[src/rtl/uart_cmd_rx_if.sv]
// rtl/uart_cmd_rx_if.sv - command receiver to latch/ALU/TX datapath bundle
// master: the receiver/decoder; slave: the downstream latch, ALU and TX stage.
interface uart_cmd_rx_if;
   logic [3:0] data_input;
   logic       save_a_n;
   logic       save_b_n;
   logic [3:0] ena;
   logic       uart_tx_en;
   logic       uartbusy;
   logic [7:0] rx_byte;
   logic       rx_valid;
   logic       frame_err;
   logic       cmd_err;

   modport master (
      output data_input, save_a_n, save_b_n, ena, uart_tx_en,
      output rx_byte, rx_valid, frame_err, cmd_err,
      input  uartbusy
   );

   modport slave (
      input  data_input, save_a_n, save_b_n, ena, uart_tx_en,
      input  rx_byte, rx_valid, frame_err, cmd_err,
      output uartbusy
   );
endinterface

[src/rtl/uart_cmd_rx.sv]
// rtl/uart_cmd_rx.sv - UART 8N1 receiver with nibble command decoder
// Byte = {opcode, argument}; drives operand, latch strobes, ALU select and TX request.
module uart_cmd_rx #(
   parameter int CLK_FREQ  = 12_000_000,
   parameter int BAUD_RATE = 9600
) (
   input  logic          clk,
   input  logic          reset_n,
   input  logic          uart_rxd,
   uart_cmd_rx_if.master bus
);
   localparam int CLKS_PER_BIT = CLK_FREQ / BAUD_RATE;
   localparam int HALF_BIT     = CLKS_PER_BIT / 2;
   localparam int CNT_W        = $clog2(CLKS_PER_BIT) + 1;
   localparam logic [CNT_W-1:0] LAST_FULL = CNT_W'(CLKS_PER_BIT - 1);
   localparam logic [CNT_W-1:0] LAST_HALF = CNT_W'(HALF_BIT - 1);

   localparam logic [2:0] S_IDLE      = 3'd0;
   localparam logic [2:0] S_START     = 3'd1;
   localparam logic [2:0] S_DATA      = 3'd2;
   localparam logic [2:0] S_STOP      = 3'd3;
   localparam logic [2:0] S_EXEC      = 3'd4;
   localparam logic [2:0] S_PULSE     = 3'd5;
   localparam logic [2:0] S_WAIT_HIGH = 3'd6;

   localparam logic [3:0] OP_SAVE_A = 4'hA;
   localparam logic [3:0] OP_SAVE_B = 4'hB;
   localparam logic [3:0] OP_ENA    = 4'hE;
   localparam logic [3:0] OP_TX     = 4'h5;

   logic             r_rx_meta;
   logic             r_rxs;
   logic [2:0]       r_state;
   logic [CNT_W-1:0] r_cnt;
   logic [2:0]       r_bit_idx;
   logic [7:0]       r_shift;
   logic             r_busy;
   logic [3:0]       r_data_input;
   logic             r_save_a_n;
   logic             r_save_b_n;
   logic [3:0]       r_ena;
   logic             r_tx_en;
   logic [7:0]       r_rx_byte;
   logic             r_rx_valid;
   logic             r_frame_err;
   logic             r_cmd_err;

   always_ff @(posedge clk or negedge reset_n) begin
      if (!reset_n) begin
         r_rx_meta    <= 1'b1;
         r_rxs        <= 1'b1;
         r_state      <= S_IDLE;
         r_cnt        <= '0;
         r_bit_idx    <= '0;
         r_shift      <= '0;
         r_busy       <= 1'b0;
         r_data_input <= '0;
         r_save_a_n   <= 1'b1;
         r_save_b_n   <= 1'b1;
         r_ena        <= '0;
         r_tx_en      <= 1'b0;
         r_rx_byte    <= '0;
         r_rx_valid   <= 1'b0;
         r_frame_err  <= 1'b0;
         r_cmd_err    <= 1'b0;
      end else begin
         r_rx_meta   <= uart_rxd;
         r_rxs       <= r_rx_meta;
         // Every strobe and pulse defaults inactive, so none can outlast one cycle.
         r_save_a_n  <= 1'b1;
         r_save_b_n  <= 1'b1;
         r_tx_en     <= 1'b0;
         r_rx_valid  <= 1'b0;
         r_frame_err <= 1'b0;
         r_cmd_err   <= 1'b0;

         case (r_state)
            S_IDLE: begin
               if (!r_rxs) begin
                  r_state   <= S_START;
                  r_cnt     <= '0;
                  r_bit_idx <= '0;
               end
            end
            S_START: begin
               if (r_cnt == LAST_HALF) begin
                  r_cnt   <= '0;
                  r_state <= r_rxs ? S_IDLE : S_DATA;
               end else begin
                  r_cnt <= r_cnt + 1'b1;
               end
            end
            S_DATA: begin
               if (r_cnt == LAST_FULL) begin
                  r_cnt     <= '0;
                  r_shift   <= {r_rxs, r_shift[7:1]};
                  r_bit_idx <= r_bit_idx + 1'b1;
                  if (r_bit_idx == 3'd7) begin
                     r_state <= S_STOP;
                  end
               end else begin
                  r_cnt <= r_cnt + 1'b1;
               end
            end
            S_STOP: begin
               if (r_cnt == LAST_FULL) begin
                  r_cnt <= '0;
                  if (r_rxs) begin
                     r_state <= S_EXEC;
                  end else begin
                     r_frame_err <= 1'b1;
                     r_state     <= S_WAIT_HIGH;
                  end
               end else begin
                  r_cnt <= r_cnt + 1'b1;
               end
            end
            S_WAIT_HIGH: begin
               if (r_rxs) begin
                  r_state <= S_IDLE;
               end
            end
            S_EXEC: begin
               r_rx_byte  <= r_shift;
               r_rx_valid <= 1'b1;
               case (r_shift[7:4])
                  OP_SAVE_A, OP_SAVE_B: r_data_input <= r_shift[3:0];
                  OP_ENA:               r_ena        <= r_shift[3:0];
                  OP_TX:                r_busy       <= bus.uartbusy;
                  default:              r_cmd_err    <= 1'b1;
               endcase
               r_state <= S_PULSE;
            end
            S_PULSE: begin
               // r_rx_byte already holds the command decoded in EXEC.
               case (r_rx_byte[7:4])
                  OP_SAVE_A: r_save_a_n <= 1'b0;
                  OP_SAVE_B: r_save_b_n <= 1'b0;
                  OP_TX: begin
                     if (r_busy) begin
                        r_cmd_err <= 1'b1;
                     end else begin
                        r_tx_en <= 1'b1;
                     end
                  end
                  default: ;
               endcase
               r_state <= S_IDLE;
            end
            default: r_state <= S_IDLE;
         endcase
      end
   end

   assign bus.data_input = r_data_input;
   assign bus.save_a_n   = r_save_a_n;
   assign bus.save_b_n   = r_save_b_n;
   assign bus.ena        = r_ena;
   assign bus.uart_tx_en = r_tx_en;
   assign bus.rx_byte    = r_rx_byte;
   assign bus.rx_valid   = r_rx_valid;
   assign bus.frame_err  = r_frame_err;
   assign bus.cmd_err    = r_cmd_err;
endmodule

[src/flat_wrapper.sv]
// flat-port wrapper written by rule: the top's interface ports become plain ports
module uart_cmd_rx_flat 
#(
   parameter int CLK_FREQ  = 12_000_000,
   parameter int BAUD_RATE = 9600
)
  (clk, reset_n, uart_rxd, bus_data_input, bus_save_a_n, bus_save_b_n, bus_ena, bus_uart_tx_en, bus_rx_byte, bus_rx_valid, bus_frame_err, bus_cmd_err, bus_uartbusy);
  uart_cmd_rx_if bus_i ();
  input  logic clk;
  input  logic reset_n;
  input  logic uart_rxd;
  output wire logic [$bits(bus_i.data_input)-1:0] bus_data_input;
  output wire logic [$bits(bus_i.save_a_n)-1:0] bus_save_a_n;
  output wire logic [$bits(bus_i.save_b_n)-1:0] bus_save_b_n;
  output wire logic [$bits(bus_i.ena)-1:0] bus_ena;
  output wire logic [$bits(bus_i.uart_tx_en)-1:0] bus_uart_tx_en;
  output wire logic [$bits(bus_i.rx_byte)-1:0] bus_rx_byte;
  output wire logic [$bits(bus_i.rx_valid)-1:0] bus_rx_valid;
  output wire logic [$bits(bus_i.frame_err)-1:0] bus_frame_err;
  output wire logic [$bits(bus_i.cmd_err)-1:0] bus_cmd_err;
  input wire logic [$bits(bus_i.uartbusy)-1:0] bus_uartbusy;
  assign bus_data_input = bus_i.data_input;
  assign bus_save_a_n = bus_i.save_a_n;
  assign bus_save_b_n = bus_i.save_b_n;
  assign bus_ena = bus_i.ena;
  assign bus_uart_tx_en = bus_i.uart_tx_en;
  assign bus_rx_byte = bus_i.rx_byte;
  assign bus_rx_valid = bus_i.rx_valid;
  assign bus_frame_err = bus_i.frame_err;
  assign bus_cmd_err = bus_i.cmd_err;
  assign bus_i.uartbusy = bus_uartbusy;
  uart_cmd_rx #(.CLK_FREQ(CLK_FREQ), .BAUD_RATE(BAUD_RATE)) u_core (.clk(clk), .reset_n(reset_n), .uart_rxd(uart_rxd), .bus(bus_i));
endmodule
[config.mk]
export PLATFORM = sky130hd
export DESIGN_NAME = uart_cmd_rx_flat
export DESIGN_NICKNAME = d
export VERILOG_FILES = /design/src/rtl/uart_cmd_rx_if.sv /design/src/rtl/uart_cmd_rx.sv /design/src/flat_wrapper.sv
export SDC_FILE = /design/constraint.sdc
export NUM_CORES = 1
export LEC_CHECK = 0
export ABC_AREA = 1
export CELL_PAD_IN_SITES_DETAIL_PLACEMENT = 0
export CELL_PAD_IN_SITES_GLOBAL_PLACEMENT = 2
export CORE_MARGIN = 4
export CORE_UTILIZATION = 32
export DETAILED_ROUTE_END_ITERATION = 10
export GPL_TIMING_DRIVEN = 0
export PLACE_DENSITY = 0.79
export SLEW_MARGIN = 30
export SYNTH_ARGS = -nofsm -noshare
export SYNTH_HDL_FRONTEND = slang
export SYNTH_SLANG_ARGS = --single-unit
export TNS_END_PERCENT = 20
[constraint.sdc]
create_clock -name clk -period 1.5 [get_ports clk]
set_clock_uncertainty 0.05 [all_clocks]
set_input_delay 0.3 -clock clk [delete_from_list [all_inputs] [get_ports clk]]
set_output_delay 0.3 -clock clk [all_outputs]
set_load 0.01 [all_outputs]
==> impl_metrics.yaml <==
logic_synthesis:
  yosysSeqAreaShare_pct: 48.1
  ys.flop_type: "dfrtp_1"
  ys_types: 33
  postSynthCellCount: 292
  async_flop_share_pct: 100
  synthesis.area_mm2: 0.00267
  synth_edf_count: 0
  syn_nets: 301
  synth_area_per_cell_um2: 9.13
  synth_seq_cells: 51
  yosys_warnings: 0
critical_path:
  worstSetupEndpointType: "flip-flop"
  slowest_stage: "dfrtp_1"
  start_kind: "flip-flop"
  crit_path_max_fanout: 9
  cp_top_family: "simple AND/OR/NAND/NOR gates"
  critPathMaxStageDelay_ns: 0.51
  arrival_ns: 1.75
  rr_worst_depth: 8
  path_class: "reg2reg"
  path_cells: "inv_2, nor3_4, nand2_2, nand2_4, inv_4, nand2_4, nand2_1, nand2_1"
  crit_cells: 8
  path_buf_inv: 2
  critPathRequiredTime_ns: 1.70
clocking:
  root_buffer: "clkbuf_8"
  path_clk_slew_ns: 0.11
  clock_latency_ns: 0.31
  numCtsBuffers: 5
  clock_path_buffers: 2
  cts_num_sinks: 51
  cts_tree: "yes"
  htree_levels: 2
final_layout:
  fin_util_pct: 39.7
  syn_to_final_growth_pct: 21.6
  drive_gt1_share_pct: 24.3
  nFillCells: 830
  diodes: 0
  nNetsFinal: 341
  instances_no_fill: 438
  finalInstanceArea_mm2: 0.00324
floorplanning:
  fp.dieW_um: 99.3
  io_pins: 26
  die_h_um: 99.3
  num_rows: 33
  core_area_mm2: 0.00818
  floorplan.initialDensity_pct: 32.6
  die_area_mm2: 0.00985
power_and_ir_drop:
  leakage_uw: 0.00160
  power.density_mw_per_mm2: 710
  ir_drop_mv: 0.425
grt:
  gr-usage-all-layers_pct: 13.5
  grt_pass1_vias: 2091
  overflow: 0
  grt_first_pass_wirelength_um: 10600
  antenna_found_initial: 0
  grt_max_degree: 28
placed_design:
  gp_congestion: 0.799
  port_buffers: 25
  placed_area_mm2: 0.00306
  dp_hpwl_um: 4270
  place_inst: 423
  dpl_worst_slack_ns: -0.110
sta:
  setup_viol: 15
  tightestPinTransition_ns: 0.448
  maxSlewViolCount: 0
  hold_viol: 0
  tns_ns: -0.326
  period_share_pct: 103
  worst_slack_ns: -0.0452
  slew_headroom_pct: 70.1
  rsz0062_at_grt: "true"
  post-route-min-period_ns: 1.55
  max_freq_mhz: 647
drt:
  drc: 0
  wl_per_cell_um: 13.6
  routed_wl_um: 5970
  wl_met2_um: 2700
  met3_wirelength_um: 181
  via_count: 2033
  vias_per_cell: 4.64
  drtIter0Drc: 54
  firstDrtPassIters: 4
  routed.top_layer: "met4"
  wl_met1_um: 3030
  drtAntennaViolNets: 0
worst_hold_path:
  hp-class: "reg2reg"
  min_delay_path_depth: 0
status:
  status: "finished with violations"
  violations: "setup timing"
flow_run:
  drv_cap: 0
[per-layer routing]
layer / GRT usage, % / vias up
met5: 0 / -
met4: 3.15 / 0
met3: 3.23 / 5
met2: 20.3 / 26
met1: 19.6 / 965
li1: - / 1037
[stage by stage]
stage,hold WS [ns],total power (µW)
floorplan,-0.0456,1410
global placement,0.296,1450
detailed placement,0.195,1450
CTS,0.319,2350
global route,0.329,2420
finish,0.325,2300
[final timing paths]
check	to	slack, ns	start
worst max register to register	u_core.r_cnt[0]	-0.05	u_core.r_state[0]
worst min-delay path	u_core.r_rxs	0.32	u_core.r_rx_meta
worst min register to register	u_core.r_rxs	0.32	u_core.r_rx_meta
max in group asynchronous	u_core.r_cnt[0]	0.54	reset_n
min in group asynchronous	u_core.r_bit_idx[1]	0.39	reset_n
worst max-delay path	u_core.r_cnt[0]	-0.05	u_core.r_state[0]
[flip-flops by register name (all words and copies together) (netlist names)]
register,cells
u_core.bus.cmd_err,1
u_core.r_bit_idx,3
u_core.bus.rx_byte,8
u_core.bus.data_input,4
u_core.r_rxs,1
u_core.r_rx_meta,1
u_core.r_busy,1
u_core.bus.frame_err,1
u_core.r_state,3
u_core.bus.save_a_n,1
u_core.bus.uart_tx_en,1
u_core.r_cnt,12
u_core.r_shift,8
u_core.bus.rx_valid,1
u_core.bus.ena,4
u_core.bus.save_b_n,1
[layout by cell type (no fill, tap or decap), types with 6 or more instances in the layout]
| master | Yosys | final |
|---|---|---|
| nand3_1 | 22 | 21 |
| a21oi_1 | 7 | 7 |
| nand2_1 | 71 | 67 |
| buf_4 | 0 | 7 |
| o21ai_2 | 9 | 9 |
| o21ai_0 | 10 | 10 |
| nor3_1 | 9 | 8 |
| inv_1 | 25 | 23 |
| nor2_1 | 15 | 15 |
| inv_2 | 8 | 9 |
| nand2_4 | 4 | 6 |
| nand2_2 | 6 | 8 |
| dfrtp_1 | 47 | 46 |
| nand4_1 | 6 | 6 |
| dlygate4sd2_1 | 0 | 22 |
| o21ai_1 | 7 | 7 |
| xor2_1 | 6 | 6 |
[where the power goes]
part	total, µW	switching (µW)	leakage (µW)	internal [µW]
Sequential	1380	2.45	0.000677	1380
Combinational	45.6	31.6	0.000872	14.0
Clock	874	529	0.0000463	344
[cells in the mapped netlist, types with 3 or more instances]
master    instances  area share (%)
inv_1            25             3.5
nand2_1          71              10
nor3_1            9             1.7
nand2_2           6             1.4
inv_2             8             1.1
a21oi_1           7             1.3
nor2_4            3             1.3
o21ai_2           9             3.0
dfstp_2           4             3.9
nand2_4           4             1.7
nand3_1          22             4.1
nand4_1           6             1.4
xor2_1            6             2.0
dfrtp_1          47              44
o21ai_0          10             1.9
nor2_1           15             2.1
buf_6             4             1.7
ha_1              5             2.3
o21ai_1           7             1.3
o211ai_1          5             1.4
[kinds of logic (layout without fill, tap and decap cells)]
kind of cell / after synthesis / after routing / synth area share (%)
DFF: 51 / 51 / 48.1
and+or+nand+nor: 150 / 150 / 31.2
AOI/OAI and AO/OA: 41 / 41 / 9.67
adders and majority gates: 5 / 5 / 2.35
buffers and inverters: 39 / 80 / 6.76
xor gates and xnor gates: 6 / 6 / 1.97
[layout make-up]
class | instances | area [µm²] | share of cell area, %
Sequential cell | 51 | 1280 | 39.6
Tap cell | 105 | 131 | 4.05
Buffer | 5 | 50.0 | 1.54
Clock inverter | 3 | 27.5 | 0.849
Clock buffer | 5 | 68.8 | 2.12
Multi-Input combinational cell | 202 | 1250 | 38.7
Inverter | 34 | 133 | 4.09
Timing Repair Buffer | 33 | 295 | 9.11
[what timing repair did]
| action | in CTS | in global routing |
|---|---|---|
| hold endpoints to repair | 22 | 0 |
| hold buffers | 1 | 0 |
| endpoints found under the setup margin | 48 | 32 |
| pin swaps | 5 | 2 |
| buffers inserted | 5 | 1 |
| gates resized for setup | 34 | 4 |
[worst reg2reg max path: stages, from the launching register on]
cell	delay (ns)
dfrtp_1	0.51
inv_2	0.10
nor3_4	0.37
nand2_2	0.13
nand2_4	0.11
inv_4	0.04
nand2_4	0.08
nand2_1	0.06
nand2_1	0.05
No activity file was read; power rests on OpenSTA's default activity.
